## config.mk

```make
export PLATFORM = sky130hd
export DESIGN_NAME = pipeline_seq_ctrl
export DESIGN_NICKNAME = d
export VERILOG_FILES = /design/src/rtl/pipeline_seq_ctrl.sv
export SDC_FILE = /design/constraint.sdc
export NUM_CORES = 1
export LEC_CHECK = 0
export CORE_ASPECT_RATIO = 0.8
export CORE_MARGIN = 5
export CORE_UTILIZATION = 45
export DETAILED_ROUTE_END_ITERATION = 8
export PLACE_DENSITY = 0.83
export SLEW_MARGIN = 0
export SYNTH_ARGS = -nofsm -noshare
export SYNTH_HDL_FRONTEND = slang
export SYNTH_SLANG_ARGS = --single-unit
export TNS_END_PERCENT = 5
```

## constraint.sdc

```tcl
create_clock -name i_clk -period 2 [get_ports i_clk]
set_clock_uncertainty 0.15 [all_clocks]
set_input_delay 0.4 -clock i_clk [delete_from_list [all_inputs] [get_ports i_clk]]
set_output_delay 0.4 -clock i_clk [all_outputs]
set_load 0.02 [all_outputs]
```

## src/rtl/pipeline_seq_ctrl.sv

```systemverilog
// Pipeline sequencing controller: free-run, step bursts, stall/flush steering
// and halt drain for an N-stage in-order pipeline.
module pipeline_seq_ctrl #(
  parameter int unsigned N_STAGES = 5,
  parameter int unsigned NB_STEP  = 8,
  parameter int unsigned NB_CYC   = 32
) (
  input  logic                i_clk,
  input  logic                i_reset,
  input  logic                i_run,
  input  logic                i_step,
  input  logic [NB_STEP-1:0]  i_step_count,
  input  logic                i_stall_req,
  input  logic                i_flush_req,
  input  logic                i_halt_dec,
  output logic [N_STAGES-1:0] o_stage_en,
  output logic                o_bubble,
  output logic                o_flush,
  output logic [N_STAGES-1:0] o_valid,
  output logic [2:0]          o_state,
  output logic                o_halt,
  output logic [NB_CYC-1:0]   o_cycle_cnt
);

  localparam int unsigned NB_DRAIN = 3;

  typedef enum logic [2:0] {
    S_IDLE   = 3'd0,
    S_RUN    = 3'd1,
    S_STEP   = 3'd2,
    S_DRAIN  = 3'd3,
    S_HALTED = 3'd4
  } state_t;

  state_t               state, state_nxt;
  logic [NB_STEP-1:0]   step_cnt, step_cnt_nxt;
  logic [NB_DRAIN-1:0]  drain_cnt, drain_cnt_nxt;
  logic [N_STAGES-1:0]  valid_nxt;
  logic                 advance;
  logic                 halt_go;

  assign o_state = 3'(state);
  assign halt_go = i_halt_dec && o_valid[1] && !i_stall_req;

  // Next-state, stage enables and valid propagation
  always_comb begin
    state_nxt     = state;
    step_cnt_nxt  = step_cnt;
    drain_cnt_nxt = drain_cnt;
    valid_nxt     = o_valid;
    o_stage_en    = '0;
    o_bubble      = 1'b0;
    o_flush       = 1'b0;
    advance       = 1'b0;

    case (state)
      S_IDLE: begin
        if (i_run) begin
          state_nxt = S_RUN;
        end else if (i_step) begin
          state_nxt    = S_STEP;
          step_cnt_nxt = (i_step_count == '0) ? NB_STEP'(1) : i_step_count;
        end
      end

      S_RUN, S_STEP: begin
        advance    = 1'b1;
        o_stage_en = '1;
        if (i_stall_req) begin
          // Hold PC and IF/ID, inject a bubble into ID/EX, let the back end drain
          o_stage_en[1:0] = 2'b00;
          o_bubble        = 1'b1;
          valid_nxt[2]    = 1'b0;
          for (int k = 3; k < int'(N_STAGES); k++) begin
            valid_nxt[k] = o_valid[k-1];
          end
        end else begin
          valid_nxt = {o_valid[N_STAGES-2:0], 1'b1};
          if (i_flush_req) begin
            o_flush      = 1'b1;
            valid_nxt[1] = 1'b0;
          end
        end

        if (state == S_STEP) begin
          step_cnt_nxt = step_cnt - NB_STEP'(1);
        end

        if (halt_go) begin
          state_nxt     = S_DRAIN;
          drain_cnt_nxt = NB_DRAIN'(N_STAGES - 2);
        end else if (state == S_RUN && !i_run) begin
          state_nxt = S_IDLE;
        end else if (state == S_STEP && step_cnt == NB_STEP'(1)) begin
          state_nxt = S_IDLE;
        end
      end

      S_DRAIN: begin
        advance       = 1'b1;
        o_stage_en    = '1;
        o_stage_en[0] = 1'b0;
        valid_nxt     = {o_valid[N_STAGES-2:0], 1'b0};
        drain_cnt_nxt = drain_cnt - NB_DRAIN'(1);
        if (drain_cnt == NB_DRAIN'(1)) begin
          state_nxt = S_HALTED;
        end
      end

      S_HALTED: begin
        state_nxt = S_HALTED;
      end

      default: begin
        state_nxt = S_IDLE;
      end
    endcase
  end

  // State, counters and registered status
  always_ff @(posedge i_clk) begin
    if (!i_reset) begin
      state       <= S_IDLE;
      step_cnt    <= '0;
      drain_cnt   <= '0;
      o_valid     <= '0;
      o_halt      <= 1'b0;
      o_cycle_cnt <= '0;
    end else begin
      state     <= state_nxt;
      step_cnt  <= step_cnt_nxt;
      drain_cnt <= drain_cnt_nxt;
      o_valid   <= valid_nxt;
      o_halt    <= (state_nxt == S_HALTED);
      if (advance && o_cycle_cnt != '1) begin
        o_cycle_cnt <= o_cycle_cnt + NB_CYC'(1);
      end
    end
  end

endmodule

```

# Word level (Yosys, flattened, before mapping)
# Cells that the tools add are included.
word_totals:
  register_bits: 52
  inputBits: 15
  out_inout_bits: 48
  elab_cells: 65
classes:
  n_addsub: 3
  eq_ne: 13
  muxes: 26
  n_reduce_logical: 16
op_table:
  columns: ["op", "count"]
  rows:
  - ["$add A32 B1 Y32 const B", 1]
  - ["$mux W8", 4]
  - ["$ne A32 B32 Y1 const B", 1]
  - ["$mux W3", 7]
  - ["$pmux W5 S2", 2]
  - ["$pmux W8 S2", 1]
  - ["$pmux W3 S4", 1]
  - ["$ne A2 B2 Y1 const B", 5]
  - ["$eq A8 B1 Y1 const B", 1]
  - ["$logic_not A8 Y1", 1]
  - ["$mux W1", 8]
  - ["$sub A8 B1 Y8 const B", 1]
  - ["$eq A3 B1 Y1 const B", 2]
  - ["$eq A3 B2 Y1 const B", 2]
  - ["$eq A3 B3 Y1 const B", 2]
  - ["$pmux W3 S2", 1]
  - ["$logic_and A1 B1 Y1", 5]
  - ["$mux W2", 2]
  - ["$reduce_and A2 Y1", 2]
  - ["$reduce_and A4 Y1", 1]
  - ["$reduce_bool A2 Y1", 2]
  - ["$logic_not A3 Y1", 1]
  - ["$reduce_or A3 Y1", 1]
  - ["$sub A3 B1 Y3 const B", 1]
  - ["other kinds (2)", 3]

# Longest topological paths before layout
logic_depth:
  word_depth: 7
  ltp_mapped: 8
  mapped_depth_nobuf: 7

# Worst setup path before layout
# No wires, ideal clock.
synth_path:
  path_kind: "register to output"
  startpoint: "register state[1] (netlist: o_state[1])"
  endpoint: "output port o_flush"
  arrival_time_ns: 1.724
  required_time_ns: 1.450
  slack_ns: -0.274
  stages_incl_launch_ff: 5
  path_buffers: 1
  cell_sequence: "dfxtp_1 > buf_2 > xnor2_1 > nor3_1 > and2_1"
synth_between:
  elab_chain_len: 3
  word_cells_on_any_way: 4
  cone_classes: "eq/ne: 2; mux: 1; reduce/logical: 1"
synth_lines:
  columns: ["item", "line", "text"]
  rows:
  - ["start: declaration", "35", "state_t state, state_nxt;"]
  - ["start signal: assignment", "130", "state <= state_nxt;"]
  - ["$eq A3 B2 Y1 / $eq A3 B1 Y1 (equally long branches)", "56", "case (state)"]
  - ["$reduce_or A2 Y1 (*)", "56", null]
  - ["$mux W1 (*)", "56", null]
  - ["end: declaration", "18", "output logic o_flush,"]
# Mark *: on every way between the ends. The rest lies on a longest branch, timed or not.

# Worst setup path after layout
layout_path:
  startpoint: "input port i_stall_req"
  endpoint: "output port o_stage_en[0]"
layout_between:
  elab_chain_len: 2
layout_lines:
  columns: ["item", "line", "text"]
  rows:
  - ["start: declaration", "13", "input logic i_stall_req,"]
  - ["$mux W2", "69", "if (i_stall_req) begin"]
  - ["$pmux W5 S2", "56", null]
  - ["end: declaration", "16", "output logic [N_STAGES-1:0] o_stage_en,"]
# No other way between the ends.

==> flow_metrics.env <==
export IMPL_final_nets=462
export IMPL_rsz0062_at_grt="yes"
export IMPL_seq_area_frac_synth_pct=37.16
export IMPL_overflow=0
export IMPL_worstSetupPathType="in2out"
export IMPL_synth_seq_cells=52
export IMPL_p_sw_share_pct=28.57
export IMPL_arrival_ns=1.44
export IMPL_drive_above_1_share_pct=29.12
export IMPL_p_leak_nw=1.642
export IMPL_r2r_end="o_cycle_cnt[19]"
export IMPL_maxSlewHeadroom_pct=65.15
export IMPL_hold_path_class="reg2reg"
export IMPL_antenna_found_initial=0
export IMPL_place_hpwl_um=5867
export IMPL_period_share_pct=99.26
export IMPL_p_sw_mw=0.6046
export IMPL_core_area_um2=5974
export IMPL_maxSlewViolCount=0
export IMPL_worstRegToRegCells=6
export IMPL_clk_latency_ns=0.31
export IMPL_ys_flop_type="dfxtp_1"
export IMPL_cts_hold_buf=0
export IMPL_h_tree_depth=2
export IMPL_async_flop_share_pct=0
export IMPL_die_h_um=80.57
export IMPL_synth_edff_count=0
export IMPL_syn_nets=349
export IMPL_place_port_buffers=62
export IMPL_pwr_share_seq_pct=52.0
export IMPL_die_w_um=98.22
export IMPL_avgViaCountPerCell=5.710
export IMPL_clk_pin_slew_ns=0.09
export IMPL_final_util_pct=69.07
export IMPL_p_comb_share_pct=20.4
export IMPL_setup_tns_ns=0
export IMPL_path_cells="clkdlybuf4s50_1 -> nor3_2 -> buf_4 -> clkdlybuf4s15_2"
export IMPL_final_setup_viol_count=0
export IMPL_clockPowerShare_pct=27.6
export IMPL_ios=63
export IMPL_fmax_ghz=0.5037
export IMPL_cp_required_ns=1.45
export IMPL_drc_errors=0
export IMPL_crit_path_start="i_stall_req"
export IMPL_syn_area_um2=2801
export IMPL_clockBufferDepth=2
export IMPL_drtIter0Drc=168
export IMPL_grt_pass1_vias=2766
export IMPL_crit_path_top_delay_cell="clkdlybuf4s50_1"
export IMPL_num_antenna_cells=0
export IMPL_worstReg2RegStart="o_cycle_cnt[8]"
export IMPL_power_internal_mw=1.512
export IMPL_cp_end_kind="output pin"
export IMPL_endpoint="o_stage_en[0]"
export IMPL_area_delta_synth_final_pct=47.30
export IMPL_finalHoldViolCount=0
export IMPL_path_max_fanout=3
export IMPL_powerDensity_nw_per_um2=512.8
export IMPL_cts_sinks=52
export IMPL_ir_drop_mv=0.4056
export IMPL_root_buffer="clkbuf_8"
export IMPL_synth_warnings=0
export IMPL_wl_per_cell_um=15.21
export IMPL_die_area_um2=7913
export IMPL_fp_row_count=25
export IMPL_grt_pass1_wl_um=12940
export IMPL_maxCapViolCount=0
export IMPL_numCtsBuffers=5
export IMPL_synthDistinctLibCells=56
export IMPL_syn_inst=329
export IMPL_rrSetupSlack_ns=0.02
export IMPL_fin_crit_ns=1.985
export IMPL_power_total_mw=2.116
export IMPL_grt_max_degree=29
export IMPL_start_util_pct=46.89
export IMPL_cts_tree="done"
export IMPL_syn_area_per_cell_um2=8.515
export IMPL_firstDrtPassIters=5
export IMPL_start_kind="input port"
export IMPL_worstMarginPinSlew_ns=0.5188
export IMPL_status="completed"
export IMPL_gp_congestion=0.8479
export IMPL_wirelength_um=7971
export IMPL_grt_use_total_pct=19.84
export IMPL_ant_nets=0
export IMPL_max_stage_delay_ns=0.43
export IMPL_vias=2992
-- repair_timing --
item,CTS,global route
resized for setup,31,33
buffers inserted,0,2
cloned,0,0
hold endpoints to repair,0,0
setup endpoints to repair,24,39
pin swaps,1,8
-- flip-flops by register name, indices dropped and copies added (netlist names) --
signal / cells
o_state: 3
o_valid: 5
o_halt: 1
o_cycle_cnt: 32
drain_cnt: 3
step_cnt: 8
-- synth_stat cells (all sizes together) (5+ instances only) --
cell type	n	share of area, %
nor4	12	3.4
mux2i	8	2.9
or2	6	1.3
o211ai	7	1.9
nand2b	9	2.0
nand2	27	3.6
xor2	9	2.8
or3	10	2.2
ha	5	2.2
nand4	15	4.6
dfxtp	52	37
nand3	7	1.3
nor3	14	2.7
a21oi	23	4.1
and3	6	1.3
o21ai	19	3.5
nor2	23	3.1
clkbuf	8	1.1
inv	9	1.2
o31ai	6	2.3
buf	11	2.9
-- cells by family (layout without fill, tap and decap cells) --
group | count (synthesis) | count (layout) | synth area share (%)
and+or+nand+nor | 145 | 145 | 29.70
buffers and inverters | 29 | 143 | 5.270
DFF | 52 | 52 | 37.16
AOI/OAI and AO/OA | 77 | 77 | 18.62
adders and majority gates | 5 | 5 | 2.233
xor gates and xnor gates | 12 | 12 | 3.752
muxes | 9 | 9 | 3.260
-- worst max-delay path, delay by kind of cell --
kind | cells | cell delay, ns
and+or+nand+nor | 1 | 0.20
buffers and inverters | 3 | 0.83
-- per-stage QoR --
step	std cells	setup slack (ns)	area, µm²	hold slack, ns
2_1_floorplan	329	-0.07742	2828	0.2950
3_3_place_gp	514	-0.3483	3909	0.3065
3_5_place_dp	514	-0.3601	3909	0.3127
4_1_cts	522	-0.05218	4031	0.3241
5_1_grt	524	-0.09013	4126	0.3478
6_report	524	0.01483	4126	0.3252
-- layout make-up --
type                            instances  area (µm²)
Clock inverter                          1       3.754
Fill cell                             454        1848
Clock buffer                            7       76.32
Multi-Input combinational cell        248        1730
Tap cell                               81       101.3
Timing Repair Buffer                  125        1109
Sequential cell                        52        1069
Inverter                               10       37.54
-- worst min-delay path by stage --
stage                            from           to  slack [ns]  depth (start not counted)
after floorplan           step_cnt[1]  step_cnt[1]        0.30                          2
after global placement     o_valid[2]   o_valid[3]        0.31                          2
after detailed placement  step_cnt[1]  step_cnt[1]        0.31                          2
after CTS                 step_cnt[1]  step_cnt[1]        0.32                          2
after global routing       o_valid[2]   o_valid[3]        0.35                          2
final                     step_cnt[1]  step_cnt[1]        0.33                          2
-- cell usage in the layout (no fill, tap or decap), types with 9 or more instances in the layout --
cell,Yosys,routed
dfxtp_1,52,34
o21ai_0,17,17
nor3_1,13,11
nand2b_1,9,9
nand2_1,27,26
nor2_1,23,22
clkdlybuf4s50_1,0,47
dfxtp_2,0,16
a21oi_1,23,23
buf_4,5,61
nand4_1,11,11
-- layer usage --
metal	part of all wire (%)	GRT usage, %
met4	0.80	4.093
met3	7.9	5.469
met5	0	0
met1	43	25.34
met2	48	33.76
-- power groups by stage --
stage          logic [mW]  registers, mW  clock network [mW]
2_1_floorplan       0.236           1.13                   0
3_3_place_gp        0.417           1.12                   0
3_5_place_dp        0.428           1.12                   0
4_1_cts             0.427           1.10               0.589
5_1_grt             0.473           1.10               0.640
6_report            0.432           1.10               0.585
(Power assumes the default switching activity.)
